**src/rtl/bas_multistart_ctrl_if.sv**
```systemverilog
// Result port of the bas multistart controller.
// The master side presents the global best point and value with res_valid.
// The slave side accepts the result with res_ready.
interface bas_multistart_ctrl_if #(
  parameter int RUN_W = 8
);
  logic                    res_valid;
  logic                    res_ready;
  logic [15:0]             best_x;
  logic [15:0]             best_y;
  logic signed [39:0]      best_value;
  logic [RUN_W-1:0]        best_run;

  modport master (
    output res_valid, best_x, best_y, best_value, best_run,
    input  res_ready
  );

  modport slave (
    input  res_valid, best_x, best_y, best_value, best_run,
    output res_ready
  );
endinterface

```
**src/rtl/bas_multistart_ctrl.sv**
```systemverilog
// Multistart sequencer/collector for one bas core.
// Each run resets and loads bas with its own seeds and start point, waits for
// bas_done, and keeps the global minimum (strict compare: ties keep the earlier
// run). The minimum is returned through a valid/ready result port.
// Optional feature: define BAS_MS_WATCHDOG_EN to add a RUN-state watchdog of
// TIMEOUT_CYC cycles; a timed-out run is skipped and timeout_err is set.
module bas_multistart_ctrl #(
  parameter int RUN_W = 8
`ifdef BAS_MS_WATCHDOG_EN
  , parameter int TIMEOUT_CYC = 4096
`endif
) (
  input  logic                clock,
  input  logic                reset,
  input  logic                start,
  input  logic [RUN_W-1:0]    num_runs,
  input  logic [8:0]          iterations,
  input  logic [8:0]          seed_base_x,
  input  logic [8:0]          seed_base_y,
  input  logic [8:0]          seed_step,
  input  logic [15:0]         x_origin,
  input  logic [15:0]         y_origin,
  input  logic [15:0]         x_step,
  input  logic [15:0]         y_step,
  output logic                busy,
  output logic                bas_reset,
  output logic                bas_load,
  output logic [8:0]          bas_seed_x,
  output logic [8:0]          bas_seed_y,
  output logic [8:0]          bas_iterations,
  output logic [15:0]         bas_x,
  output logic [15:0]         bas_y,
  input  logic [15:0]         bas_x_ext,
  input  logic [15:0]         bas_y_ext,
  input  logic signed [39:0]  bas_value,
  input  logic                bas_done,
  bas_multistart_ctrl_if.master res,
  output logic                timeout_err
);

  typedef enum logic [2:0] {
    ST_IDLE,
    ST_RST,
    ST_LOAD,
    ST_RUN,
    ST_CAPT,
    ST_RESULT
  } state_t;

  localparam logic signed [39:0] VALUE_MAX = 40'sh7F_FFFF_FFFF;

  // Start point of a given run: origin + run*step, wrapping at 16 bits.
  function automatic logic [15:0] point_at(input logic [15:0] origin,
                                           input logic [15:0] step,
                                           input logic [RUN_W-1:0] run);
    return origin + 16'(run) * step;
  endfunction

  // LFSR seed of a given run; an all-zero seed would lock the LFSR up.
  function automatic logic [8:0] seed_at(input logic [8:0] base,
                                         input logic [8:0] step,
                                         input logic [RUN_W-1:0] run);
    logic [8:0] s;
    s = base + 9'(run) * step;
    return (s == 9'h000) ? 9'h001 : s;
  endfunction

  // Control and result state
  state_t             state_q, state_d;
  logic [RUN_W-1:0]   run_q, run_d;
  logic               busy_q, busy_d;
  logic               bas_load_q, bas_load_d;
  logic               res_valid_q, res_valid_d;
  logic [15:0]        best_x_q, best_x_d;
  logic [15:0]        best_y_q, best_y_d;
  logic signed [39:0] best_value_q, best_value_d;
  logic [RUN_W-1:0]   best_run_q, best_run_d;
  logic [15:0]        bas_x_q, bas_x_d;
  logic [15:0]        bas_y_q, bas_y_d;
  logic [8:0]         bas_seed_x_q, bas_seed_x_d;
  logic [8:0]         bas_seed_y_q, bas_seed_y_d;

  // Configuration captured when a start is accepted
  logic [RUN_W-1:0]   num_runs_q, num_runs_d;
  logic [8:0]         iterations_q, iterations_d;
  logic [8:0]         seed_base_x_q, seed_base_x_d;
  logic [8:0]         seed_base_y_q, seed_base_y_d;
  logic [8:0]         seed_step_q, seed_step_d;
  logic [15:0]        x_origin_q, x_origin_d;
  logic [15:0]        y_origin_q, y_origin_d;
  logic [15:0]        x_step_q, x_step_d;
  logic [15:0]        y_step_q, y_step_d;

  logic               last_run;
  logic [RUN_W-1:0]   run_next;
  logic               wd_expired;

`ifdef BAS_MS_WATCHDOG_EN
  localparam int WD_W = $clog2(TIMEOUT_CYC) + 1;
  logic [WD_W-1:0]    wd_q, wd_d;
  logic               timeout_err_q, timeout_err_d;
  assign wd_expired  = (wd_q == WD_W'(TIMEOUT_CYC - 1));
  assign timeout_err = timeout_err_q;
`else
  assign wd_expired  = 1'b0;
  assign timeout_err = 1'b0;
`endif

  assign run_next = run_q + RUN_W'(1);
  assign last_run = (run_q == num_runs_q - RUN_W'(1));

  // bas is held in reset whenever the controller is, and for one cycle per run
  assign bas_reset      = reset | (state_q == ST_RST);
  assign bas_load       = bas_load_q;
  assign busy           = busy_q;
  assign bas_x          = bas_x_q;
  assign bas_y          = bas_y_q;
  assign bas_seed_x     = bas_seed_x_q;
  assign bas_seed_y     = bas_seed_y_q;
  assign bas_iterations = iterations_q;

  assign res.res_valid  = res_valid_q;
  assign res.best_x     = best_x_q;
  assign res.best_y     = best_y_q;
  assign res.best_value = best_value_q;
  assign res.best_run   = best_run_q;

  // Next-state, per-run drive and best-so-far tracking
  always_comb begin
    // NOTE: every _d defaults to its _q before the case, so no path can infer a latch.
    state_d       = state_q;
    run_d         = run_q;
    best_x_d      = best_x_q;
    best_y_d      = best_y_q;
    best_value_d  = best_value_q;
    best_run_d    = best_run_q;
    bas_x_d       = bas_x_q;
    bas_y_d       = bas_y_q;
    bas_seed_x_d  = bas_seed_x_q;
    bas_seed_y_d  = bas_seed_y_q;
    num_runs_d    = num_runs_q;
    iterations_d  = iterations_q;
    seed_base_x_d = seed_base_x_q;
    seed_base_y_d = seed_base_y_q;
    seed_step_d   = seed_step_q;
    x_origin_d    = x_origin_q;
    y_origin_d    = y_origin_q;
    x_step_d      = x_step_q;
    y_step_d      = y_step_q;
`ifdef BAS_MS_WATCHDOG_EN
    wd_d          = wd_q;
    timeout_err_d = timeout_err_q;
`endif

    case (state_q)
      ST_IDLE: begin
        if (start) begin
          num_runs_d    = (num_runs == '0) ? RUN_W'(1) : num_runs;
          iterations_d  = iterations;
          seed_base_x_d = seed_base_x;
          seed_base_y_d = seed_base_y;
          seed_step_d   = seed_step;
          x_origin_d    = x_origin;
          y_origin_d    = y_origin;
          x_step_d      = x_step;
          y_step_d      = y_step;
          run_d         = '0;
          best_value_d  = VALUE_MAX;
          best_x_d      = '0;
          best_y_d      = '0;
          best_run_d    = '0;
          bas_x_d       = x_origin;
          bas_y_d       = y_origin;
          bas_seed_x_d  = seed_at(seed_base_x, seed_step, '0);
          bas_seed_y_d  = seed_at(seed_base_y, seed_step, '0);
`ifdef BAS_MS_WATCHDOG_EN
          timeout_err_d = 1'b0;
`endif
          state_d       = ST_RST;
        end
      end
      ST_RST:  state_d = ST_LOAD;
      ST_LOAD: begin
`ifdef BAS_MS_WATCHDOG_EN
        wd_d = '0;
`endif
        state_d = ST_RUN;
      end
      ST_RUN: begin
        // bas_done is only trusted here; in RST/LOAD it may be a stale level
        if (bas_done) begin
          if (bas_value < best_value_q) begin
            best_value_d = bas_value;
            best_x_d     = bas_x_ext;
            best_y_d     = bas_y_ext;
            best_run_d   = run_q;
          end
          state_d = ST_CAPT;
        end else if (wd_expired) begin
`ifdef BAS_MS_WATCHDOG_EN
          timeout_err_d = 1'b1;
`endif
          state_d = ST_CAPT;
        end else begin
`ifdef BAS_MS_WATCHDOG_EN
          wd_d = wd_q + WD_W'(1);
`endif
        end
      end
      ST_CAPT: begin
        if (last_run) begin
          state_d = ST_RESULT;
        end else begin
          run_d        = run_next;
          bas_x_d      = point_at(x_origin_q, x_step_q, run_next);
          bas_y_d      = point_at(y_origin_q, y_step_q, run_next);
          bas_seed_x_d = seed_at(seed_base_x_q, seed_step_q, run_next);
          bas_seed_y_d = seed_at(seed_base_y_q, seed_step_q, run_next);
          state_d      = ST_RST;
        end
      end
      ST_RESULT: begin
        if (res.res_ready) state_d = ST_IDLE;
      end
      default: state_d = ST_IDLE;
    endcase

    bas_load_d  = (state_d == ST_LOAD);
    busy_d      = (state_d != ST_IDLE);
    res_valid_d = (state_d == ST_RESULT);
  end

  // Register all controller state; control and results take the synchronous reset
  always_ff @(posedge clock) begin
    // NOTE: non-blocking assignments so every flop samples pre-edge values.
    if (reset) begin
      state_q      <= ST_IDLE;
      run_q        <= '0;
      busy_q       <= 1'b0;
      bas_load_q   <= 1'b0;
      res_valid_q  <= 1'b0;
      best_x_q     <= '0;
      best_y_q     <= '0;
      best_value_q <= VALUE_MAX;
      best_run_q   <= '0;
      bas_x_q      <= '0;
      bas_y_q      <= '0;
      bas_seed_x_q <= 9'h001;
      bas_seed_y_q <= 9'h001;
`ifdef BAS_MS_WATCHDOG_EN
      wd_q          <= '0;
      timeout_err_q <= 1'b0;
`endif
    end else begin
      state_q      <= state_d;
      run_q        <= run_d;
      busy_q       <= busy_d;
      bas_load_q   <= bas_load_d;
      res_valid_q  <= res_valid_d;
      best_x_q     <= best_x_d;
      best_y_q     <= best_y_d;
      best_value_q <= best_value_d;
      best_run_q   <= best_run_d;
      bas_x_q      <= bas_x_d;
      bas_y_q      <= bas_y_d;
      bas_seed_x_q <= bas_seed_x_d;
      bas_seed_y_q <= bas_seed_y_d;
`ifdef BAS_MS_WATCHDOG_EN
      wd_q          <= wd_d;
      timeout_err_q <= timeout_err_d;
`endif
    end
    // NOTE: configuration latches carry no reset; they are always written on start before use.
    num_runs_q    <= num_runs_d;
    iterations_q  <= iterations_d;
    seed_base_x_q <= seed_base_x_d;
    seed_base_y_q <= seed_base_y_d;
    seed_step_q   <= seed_step_d;
    x_origin_q    <= x_origin_d;
    y_origin_q    <= y_origin_d;
    x_step_q      <= x_step_d;
    y_step_q      <= y_step_d;
  end

endmodule

```
**src/flat_wrapper.sv**
```systemverilog
// flat-port wrapper written by rule: the top's interface ports become plain ports
module bas_multistart_ctrl_flat 
#(
  parameter int RUN_W = 8

)
  (clock, reset, start, num_runs, iterations, seed_base_x, seed_base_y, seed_step, x_origin, y_origin, x_step, y_step, busy, bas_reset, bas_load, bas_seed_x, bas_seed_y, bas_iterations, bas_x, bas_y, bas_x_ext, bas_y_ext, bas_value, bas_done, timeout_err, res_res_valid, res_best_x, res_best_y, res_best_value, res_best_run, res_res_ready);
  bas_multistart_ctrl_if #(.RUN_W(RUN_W)) res_i ();
  input  logic clock;
  input  logic reset;
  input  logic start;
  input  logic [RUN_W-1:0] num_runs;
  input  logic [8:0] iterations;
  input  logic [8:0] seed_base_x;
  input  logic [8:0] seed_base_y;
  input  logic [8:0] seed_step;
  input  logic [15:0] x_origin;
  input  logic [15:0] y_origin;
  input  logic [15:0] x_step;
  input  logic [15:0] y_step;
  output logic busy;
  output logic bas_reset;
  output logic bas_load;
  output logic [8:0] bas_seed_x;
  output logic [8:0] bas_seed_y;
  output logic [8:0] bas_iterations;
  output logic [15:0] bas_x;
  output logic [15:0] bas_y;
  input  logic [15:0] bas_x_ext;
  input  logic [15:0] bas_y_ext;
  input  logic signed [39:0] bas_value;
  input  logic bas_done;
  output logic timeout_err;
  output wire logic [$bits(res_i.res_valid)-1:0] res_res_valid;
  output wire logic [$bits(res_i.best_x)-1:0] res_best_x;
  output wire logic [$bits(res_i.best_y)-1:0] res_best_y;
  output wire logic [$bits(res_i.best_value)-1:0] res_best_value;
  output wire logic [$bits(res_i.best_run)-1:0] res_best_run;
  input wire logic [$bits(res_i.res_ready)-1:0] res_res_ready;
  assign res_res_valid = res_i.res_valid;
  assign res_best_x = res_i.best_x;
  assign res_best_y = res_i.best_y;
  assign res_best_value = res_i.best_value;
  assign res_best_run = res_i.best_run;
  assign res_i.res_ready = res_res_ready;
  bas_multistart_ctrl #(.RUN_W(RUN_W)) u_core (.clock(clock), .reset(reset), .start(start), .num_runs(num_runs), .iterations(iterations), .seed_base_x(seed_base_x), .seed_base_y(seed_base_y), .seed_step(seed_step), .x_origin(x_origin), .y_origin(y_origin), .x_step(x_step), .y_step(y_step), .busy(busy), .bas_reset(bas_reset), .bas_load(bas_load), .bas_seed_x(bas_seed_x), .bas_seed_y(bas_seed_y), .bas_iterations(bas_iterations), .bas_x(bas_x), .bas_y(bas_y), .bas_x_ext(bas_x_ext), .bas_y_ext(bas_y_ext), .bas_value(bas_value), .bas_done(bas_done), .res(res_i), .timeout_err(timeout_err));
endmodule
```
**config.mk**
```make
export PLATFORM = sky130hd
export DESIGN_NAME = bas_multistart_ctrl_flat
export DESIGN_NICKNAME = d
export VERILOG_FILES = /design/src/rtl/bas_multistart_ctrl_if.sv /design/src/rtl/bas_multistart_ctrl.sv /design/src/flat_wrapper.sv
export SDC_FILE = /design/constraint.sdc
export NUM_CORES = 1
export LEC_CHECK = 0
export CAP_MARGIN = 20
export CORE_ASPECT_RATIO = 1.75
export CORE_MARGIN = 3
export CORE_UTILIZATION = 35
export CTS_CLUSTER_DIAMETER = 50
export DETAILED_ROUTE_END_ITERATION = 7
export SLEW_MARGIN = 15
export SYNTH_ARGS = -nofsm -noshare
export SYNTH_HDL_FRONTEND = slang
export SYNTH_SLANG_ARGS = --single-unit
export TNS_END_PERCENT = 20
```
**constraint.sdc**
```tcl
create_clock -name clock -period 7.5 [get_ports clock]
set_input_delay 0.75 -clock clock [delete_from_list [all_inputs] [get_ports clock]]
set_output_delay 0.75 -clock clock [all_outputs]
set_load 0.03 [all_outputs]
```
==> results.md <==
- Number of non-filler instances in the completed layout: 2972
- Flop2flop setup slack: 1.30 ns
- Detailed-route vias per instance: 5.013
- Lkg Pwr: 10.06 nW
- Critical path's slowest cell: sky130_fd_sc_hd__xor2_2
- Critical path capture point type: register
- Placed wire-length estimate after detailed placement: 42.54 mm
- Slowest stage delay, CP: 0.73 ns
- Clock buffer count from CTS: 34
- Minimum setup slack in the final design: 1.297 ns
- Status: finished clean
- Post-synthesis cell count: 1984
- Synth Warn #: 0
- Hold path endpoint: u_core.bas_y[3]
- Setup TNS: 0 ns
- Global routing usage summed across all routing layers: 19.81%
- Reg2reg start: u_core.run_q[0]
- RSZ-0062 raised after global routing: false
- Final instance area: 23840 µm²
- Syn Nets: 2461
- Achievable frequency: 161.2 MHz
- Post-Place Setup Slack: 1.338 ns
- Data required time of the worst path: 7.88 ns
- Largest clock skew in the final design: 0.02334 ns
- VDD IR max: 0.1540 mV
- Worst-margin pin slew: 1.103 ns
- Total I/O pin count: 329
- Ys async rst share: 0%
- Area of the die: 56610 µm²
- Flip-flop and latch count after synthesis: 252
- Number of antenna violations at the first check in global routing: 7
- Placed inst area: 22730 µm²
- Total number of nets in the final design: 2743
- Number of standard-cell rows in the floorplan: 111
- DRC marker count from the first detailed-route iteration: 606
- Source of the worst hold timing path: u_core.bas_y[3]
- DR vias: 14899
- Pre-antenna DRT Iters: 5
- Global-route wire length before repair: 89.34 mm
- Effective utilization at floorplan: 35.60%
- Share of the core filled with cells: 45.18%
- Number of global-route vias before repair: 16199
- CTS tree: done
- Die Span Y: 312.5 µm
- Remaining antenna violation count after routing: 0
- Worst-case clock buffer depth: 3
- Count of instances resized after the clock tree is built: 0
- Post-route DRC: 0
- Primary flip-flop cell chosen by synthesis mapping: sky130_fd_sc_hd__dfxtp_1
- Ranking of synthesized cells by instance count: sky130_fd_sc_hd__inv_1, sky130_fd_sc_hd__nand2_1, sky130_fd_sc_hd__fa_1
- Count of different cell masters after synthesis: 64
- Final hold viol count: 0
- Count of filler cells inserted in the layout: 5059
- Critical Path, Cell by Cell: buf_4, nand2_1, nor2_1, xor2_2, nand2_1, fa_1, inv_1, fa_1, inv_1, fa_1, fa_1, inv_1, ha_1, and3_1, a2111oi_0, o21ai_0, o21ai_0, xor2_1, o21ai_0
- Clock network latency to the later pin of the worst-skew pair: 0.53 ns
- Top cell type's share of synthesized area: 17.90%
- Startpoint class of the critical path: register
- Register clock-pin slew on the reported worst setup and hold paths: 0.06 ns
- Total Routed Length: 56.35 mm
- Placeable Area: 52780 µm²
- Count of maximum capacitance violations: 0
- CP most frequent cell: sky130_fd_sc_hd__fa_1
- Worst rel slew slack: 26.48%
- Post-CTS setup repair buffer count: 0
- Largest net degree at the start of global routing: 78
- Fin crit period: 6.204 ns
- Root Buffer: sky130_fd_sc_hd__clkbuf_16
- Critical path data arrival time: 6.59 ns
- Placed cells: 2907
- Hold/Removal Path Class: reg2reg
- Biggest area contributors in the synthesized netlist: sky130_fd_sc_hd__fa_1, sky130_fd_sc_hd__edfxtp_1, sky130_fd_sc_hd__dfxtp_1
- Number of flops mapped to enable cells by yosys: 108
- Total clock sinks: 252
- Hold depth: 2
- Share of the clock period used by the worst path after layout: 82.71%
- Number of failing setup endpoints in the final timing report: 0
- Dominant cell type by area after synthesis: sky130_fd_sc_hd__fa_1
- Mean area per synthesized cell: 9.471 µm²
- Final RePlAce weighted congestion: 0.8722
- Cell area after synthesis: 18790 µm²
- Number of buffers added on ports: 327
- Area Overhead vs Synth: 26.89%
- Horizontal die dimension: 181.2 µm
- Endpoint of the lowest-slack register-to-register path: u_core.bas_x[14]
- Total count of max-transition violations in the final report: 0
- Overall overflow remaining after global route: 0
- Worst-case reg-to-reg path depth: 19
- H-tree depth: 2
- Max Fanout on Critical Path: 46
- Most frequent cell after synthesis: sky130_fd_sc_hd__inv_1
- Final routed wire length divided by cell count: 18.96 µm
- Hold slack final: 0.4962 ns
- Share of synthesized area occupied by flip-flops and latches: 32.60%
- Total power divided by cell area: 175.3 nW/µm²
- Number of buffers added to fix hold violations after cts: 0
- Kind of critical path: reg2reg
- Share of final-layout standard cells stronger than drive strength 1: 4.541%
- Tot Pwr: 4.180 mW
registers in the layout (all words and copies together), names as in the netlist, 8 cells and up:
register / flops
u_core.num_runs_q: 8
u_core.y_origin_q: 16
u_core.bas_iterations: 9
u_core.bas_y: 16
u_core.seed_step_q: 9
u_core.res.best_value: 40
u_core.res.best_y: 16
u_core.bas_x: 16
u_core.res.best_x: 16
u_core.y_step_q: 16
u_core.bas_seed_x: 9
u_core.x_origin_q: 16
u_core.seed_base_y_q: 9
u_core.res.best_run: 8
u_core.run_q: 8
u_core.x_step_q: 16
u_core.bas_seed_y: 9
u_core.seed_base_x_q: 9
where the power goes:
part	internal, mW	total [mW]	switching, mW
registers	1.53	1.60	0.0731
logic	0.432	0.971	0.539
clock network	0.931	1.61	0.677
total	2.89	4.18	1.29
kinds of logic after synthesis:
group / share of synthesized area, %
simple gates: 16.85
buf+inv: 7.851
fa+ha+maj: 26.16
compound gates: 9.356
flops: 32.60
xor+xnor: 4.708
mux: 2.464
other cells: 0.01996
worst max-delay path, delay by kind of cell, from the launching register on:
family | cells | cell delay [ns]
buffers and inverters | 4 | 0.59
adder cells (fa/ha/maj) | 5 | 2.43
XOR/XNOR | 2 | 0.89
flip-flops | 1 | 0.33
AO/OA/AOI/OAI | 4 | 1.00
AND/OR/NAND/NOR | 4 | 0.80
worst max-delay path by stage:
stage / end / slack, ns / start
6_report: u_core.bas_x[14] / 1.30 / u_core.run_q[0]
5_1_grt: u_core.bas_x[14] / 0.70 / u_core.run_q[0]
4_1_cts: u_core.bas_x[14] / 1.32 / u_core.run_q[0]
3_5_place_dp: u_core.bas_x[14] / 1.34 / u_core.run_q[0]
3_3_place_gp: u_core.bas_x[14] / 1.42 / u_core.run_q[0]
2_1_floorplan: u_core.bas_x[14] / 2.11 / u_core.run_q[0]
cell usage in the layout (no fill, tap or decap), types with 65 or more instances in the layout:
cell type and n:
sky130_fd_sc_hd__ha_1 124, sky130_fd_sc_hd__and2_1 118, sky130_fd_sc_hd__edfxtp_1 108, sky130_fd_sc_hd__xnor2_1 65
sky130_fd_sc_hd__inv_1 279, sky130_fd_sc_hd__a21oi_1 102, sky130_fd_sc_hd__nor2_1 160, sky130_fd_sc_hd__fa_1 168
sky130_fd_sc_hd__clkdlybuf4s50_1 326, sky130_fd_sc_hd__nand2_1 174, sky130_fd_sc_hd__dfxtp_1 144, sky130_fd_sc_hd__o21ai_0 83
layout make-up:
cell class	instances	area, µm²	share of cell area [%]
repair buffers	351	3455	14.49
clock inverters	20	168.9	0.7084
inverters	279	1047	4.392
multi-input cells	1348	11260	47.24
flip-flops and latches	252	6126	25.69
well taps	678	848.3	3.558
diodes	4	10.01	0.04198
clock buffers	40	924.6	3.878
layer usage:
metal | wire [µm] | track usage, %
met5 | 11 | 0
met4 | 2455 | 8.369
met3 | 3583 | 4.599
met2 | 29730 | 36.79
met1 | 20570 | 21.30
Note: power is estimated with default switching activity, not from simulation.
==> edit: new RTL, config.mk and constraints unchanged <==
Add a define of `BAS_MS_WATCHDOG_EN`.
--- a/src/rtl/bas_multistart_ctrl.sv
+++ b/src/rtl/bas_multistart_ctrl.sv
@@ -4,6 +4,8 @@
 // run). The minimum is returned through a valid/ready result port.
 // Optional feature: define BAS_MS_WATCHDOG_EN to add a RUN-state watchdog of
 // TIMEOUT_CYC cycles; a timed-out run is skipped and timeout_err is set.
+`define BAS_MS_WATCHDOG_EN
+
 module bas_multistart_ctrl #(
   parameter int RUN_W = 8
 `ifdef BAS_MS_WATCHDOG_EN
Formal check against the unedited RTL: same outputs for any inputs over 4 cycles, from zero or initial values and one cycle with reset high; that may be too few to reach the edited logic, so the function may still have changed.
==> edit against the unedited design <==
  * Worst setup slack better by 29 ps
  * Synthesized cell count up 2.8%
  * Power up 2.8%
  * Core utilization down 0.60 points
  * Cell area up 3.5%
  * Cell count up 2.5%
  * Sequential power up 5%
  * Area after synthesis up 4.4%
  * First-iteration DRC count down 5.1%
  * Wire length up 3.3%
  * Sequential cell count up 14
  * Critical path type unchanged
  * Via count up 1.7%
  * Maximum frequency up 0.46%
  * Critical endpoint is now u_core.bas_x[15]
==> edit: results (changes against the unedited design) <==
** Status
- The run finished with clean final reports.

** Logic synthesis
- By area the synthesized netlist is led by sky130_fd_sc_hd__fa_1, sky130_fd_sc_hd__edfxtp_1, sky130_fd_sc_hd__dfxtp_1, sky130_fd_sc_hd__ha_1, sky130_fd_sc_hd__inv_1.
- Distinct cell type count of the synthesized netlist :: 60 (-6.3%)
- The post-synthesis net count was 2518 (+2.3%).
- Top cell types by occurrence after synthesis :: sky130_fd_sc_hd__inv_1, sky130_fd_sc_hd__nand2_1, sky130_fd_sc_hd__fa_1, sky130_fd_sc_hd__dfxtp_1, sky130_fd_sc_hd__nor2_1

** Global route
- Total track usage :: 0.1972 (-0.0008787)
- Pin count of the biggest net entering global routing :: 94 (+21%)
- Via count of the first global-routing pass :: 16330 (+0.82%)
- First-pass GRT wire length :: 90250 um (+1.0%)

** Routing
- The violation count after the first detailed-route iteration was 575 (-5.1%).
- The total iterations of the first detailed-routing run came to 6 (+1).
- The post-detailed-routing wire length is 58200 um (+3.3%).
- The post-detailed-route via-to-cell ratio is 4.976 (-0.73%).

** Layout
- The count of filler cells inserted in the layout was 5257 (+3.9%).
- Proportion of layout cells with a drive suffix above 1 :: 0.04220 (-0.003215)
- Layout Nets :: 2799 (+2.0%)

** Clock tree
- The count of H-tree levels built during CTS came to 2 (unchanged).
- The clock-pin slew reported for the worst setup and hold paths after clock tree synthesis is 60 ps (about the same).

** Placement
- The instance area at placement was 0.02355 sq mm (+3.6%).
- The count of port buffers added during placement was 328 (+0.31%).
- The detailed placement HPWL came to 45230 um (+6.3%).

** Timing
- The setup skew after layout came to 25.64 ps (+2.295 ps).
- The slew at the pin with the worst max-slew slack was 1059 ps (-44.23 ps).

** Min path
- In this run the most critical hold path is launched from u_core.res.best_y[1].

** Power
- The leakage power was 10.73 nW (+6.7%).
- The maximum vdd drop is 0.0001566 V (+1.7%).

** Critical path
- Slowest CP cell :: sky130_fd_sc_hd__xnor2_2
- The maximum net fanout on the critical path is 18 (-61%).
- R2R Path End :: u_core.bas_x[15]
- Crit path arrival time :: 6620 ps (+30 ps)
- The register-to-register setup slack is 1330 ps (+30 ps).
- The delay contributed by the slowest stage of the critical path is 830 ps (+100 ps).
## edit: cells by family (layout without fill, tap and decap cells)
group	Yosys count	count (layout)	synth area share
compound gates	211	211	0.07308
xor+xnor	94	94	0.04477
fa+ha+maj	293	293	0.2511
buf+inv	380	686	0.07627
flops	266	266	0.3265
mux	88	88	0.04496
other cells	0	4	0
simple gates	708	708	0.1833
## edit: final cells by class
| type | count | share of cell area |
|---|---|---|
| Multi-Input combinational cell | 1394 | 0.4784 |
| Sequential cell | 266 | 0.2597 |
| Timing Repair Buffer | 348 | 0.1392 |
| Inverter | 277 | 0.04215 |
| Clock buffer | 44 | 0.03814 |
| Tap cell | 696 | 0.03530 |
| Clock inverter | 17 | 0.006695 |
| Antenna cell | 4 | 0.0004058 |
## edit: worst max-delay path by stage
stage	endpoint	depth (start not counted)
floorplan	u_core.res.best_run[0]	6
global placement	u_core.bas_x[15]	17
detailed placement	u_core.bas_x[15]	17
CTS	u_core.bas_x[15]	17
global route	u_core.bas_x[15]	17
finish	u_core.bas_x[15]	17
## edit: worst max-delay path, delay by kind of cell (launching register included)
kind / cells / cell delay [ps]
adder cells (fa/ha/maj): 6 / 2680
buffers and inverters: 1 / 60
AO/OA/AOI/OAI: 4 / 1340
AND/OR/NAND/NOR: 4 / 560
flip-flops: 1 / 460
XOR/XNOR: 2 / 1000
## edit: routing by layer
metal | vias to the layer above | wire length (um) | global-route usage | share of wire
met1 | 7386 | 20650 | 0.2014 | 0.35
met5 | - | 27 | 0 | 0.00046
li1 | 7237 | - | - | -
met4 | 4 | 2604 | 0.08411 | 0.045
met2 | 409 | 30870 | 0.3670 | 0.53
met3 | 122 | 4044 | 0.05809 | 0.069
## edit: where the power goes
part	internal [W]	switching (W)
logic	0.000435	0.000548
clock network	0.000965	0.000673
registers	0.00160	0.0000762
total	0.00300	0.00130
## edit: through the flow
| step | instances | util | worst slack, ps | hold WS (ps) |
|---|---|---|---|---|
| floorplan | 2040 | - | 1419 | 454.0 |
| global placement | 2981 | 0.4256 | 1388 | 460.4 |
| detailed placement | 2981 | 0.4256 | 1256 | 471.1 |
| CTS | 3042 | 0.4456 | 1234 | 483.2 |
| global route | 3042 | 0.4456 | 873.4 | 498.1 |
| finish | 3046 | 0.4457 | 1325 | 479.1 |
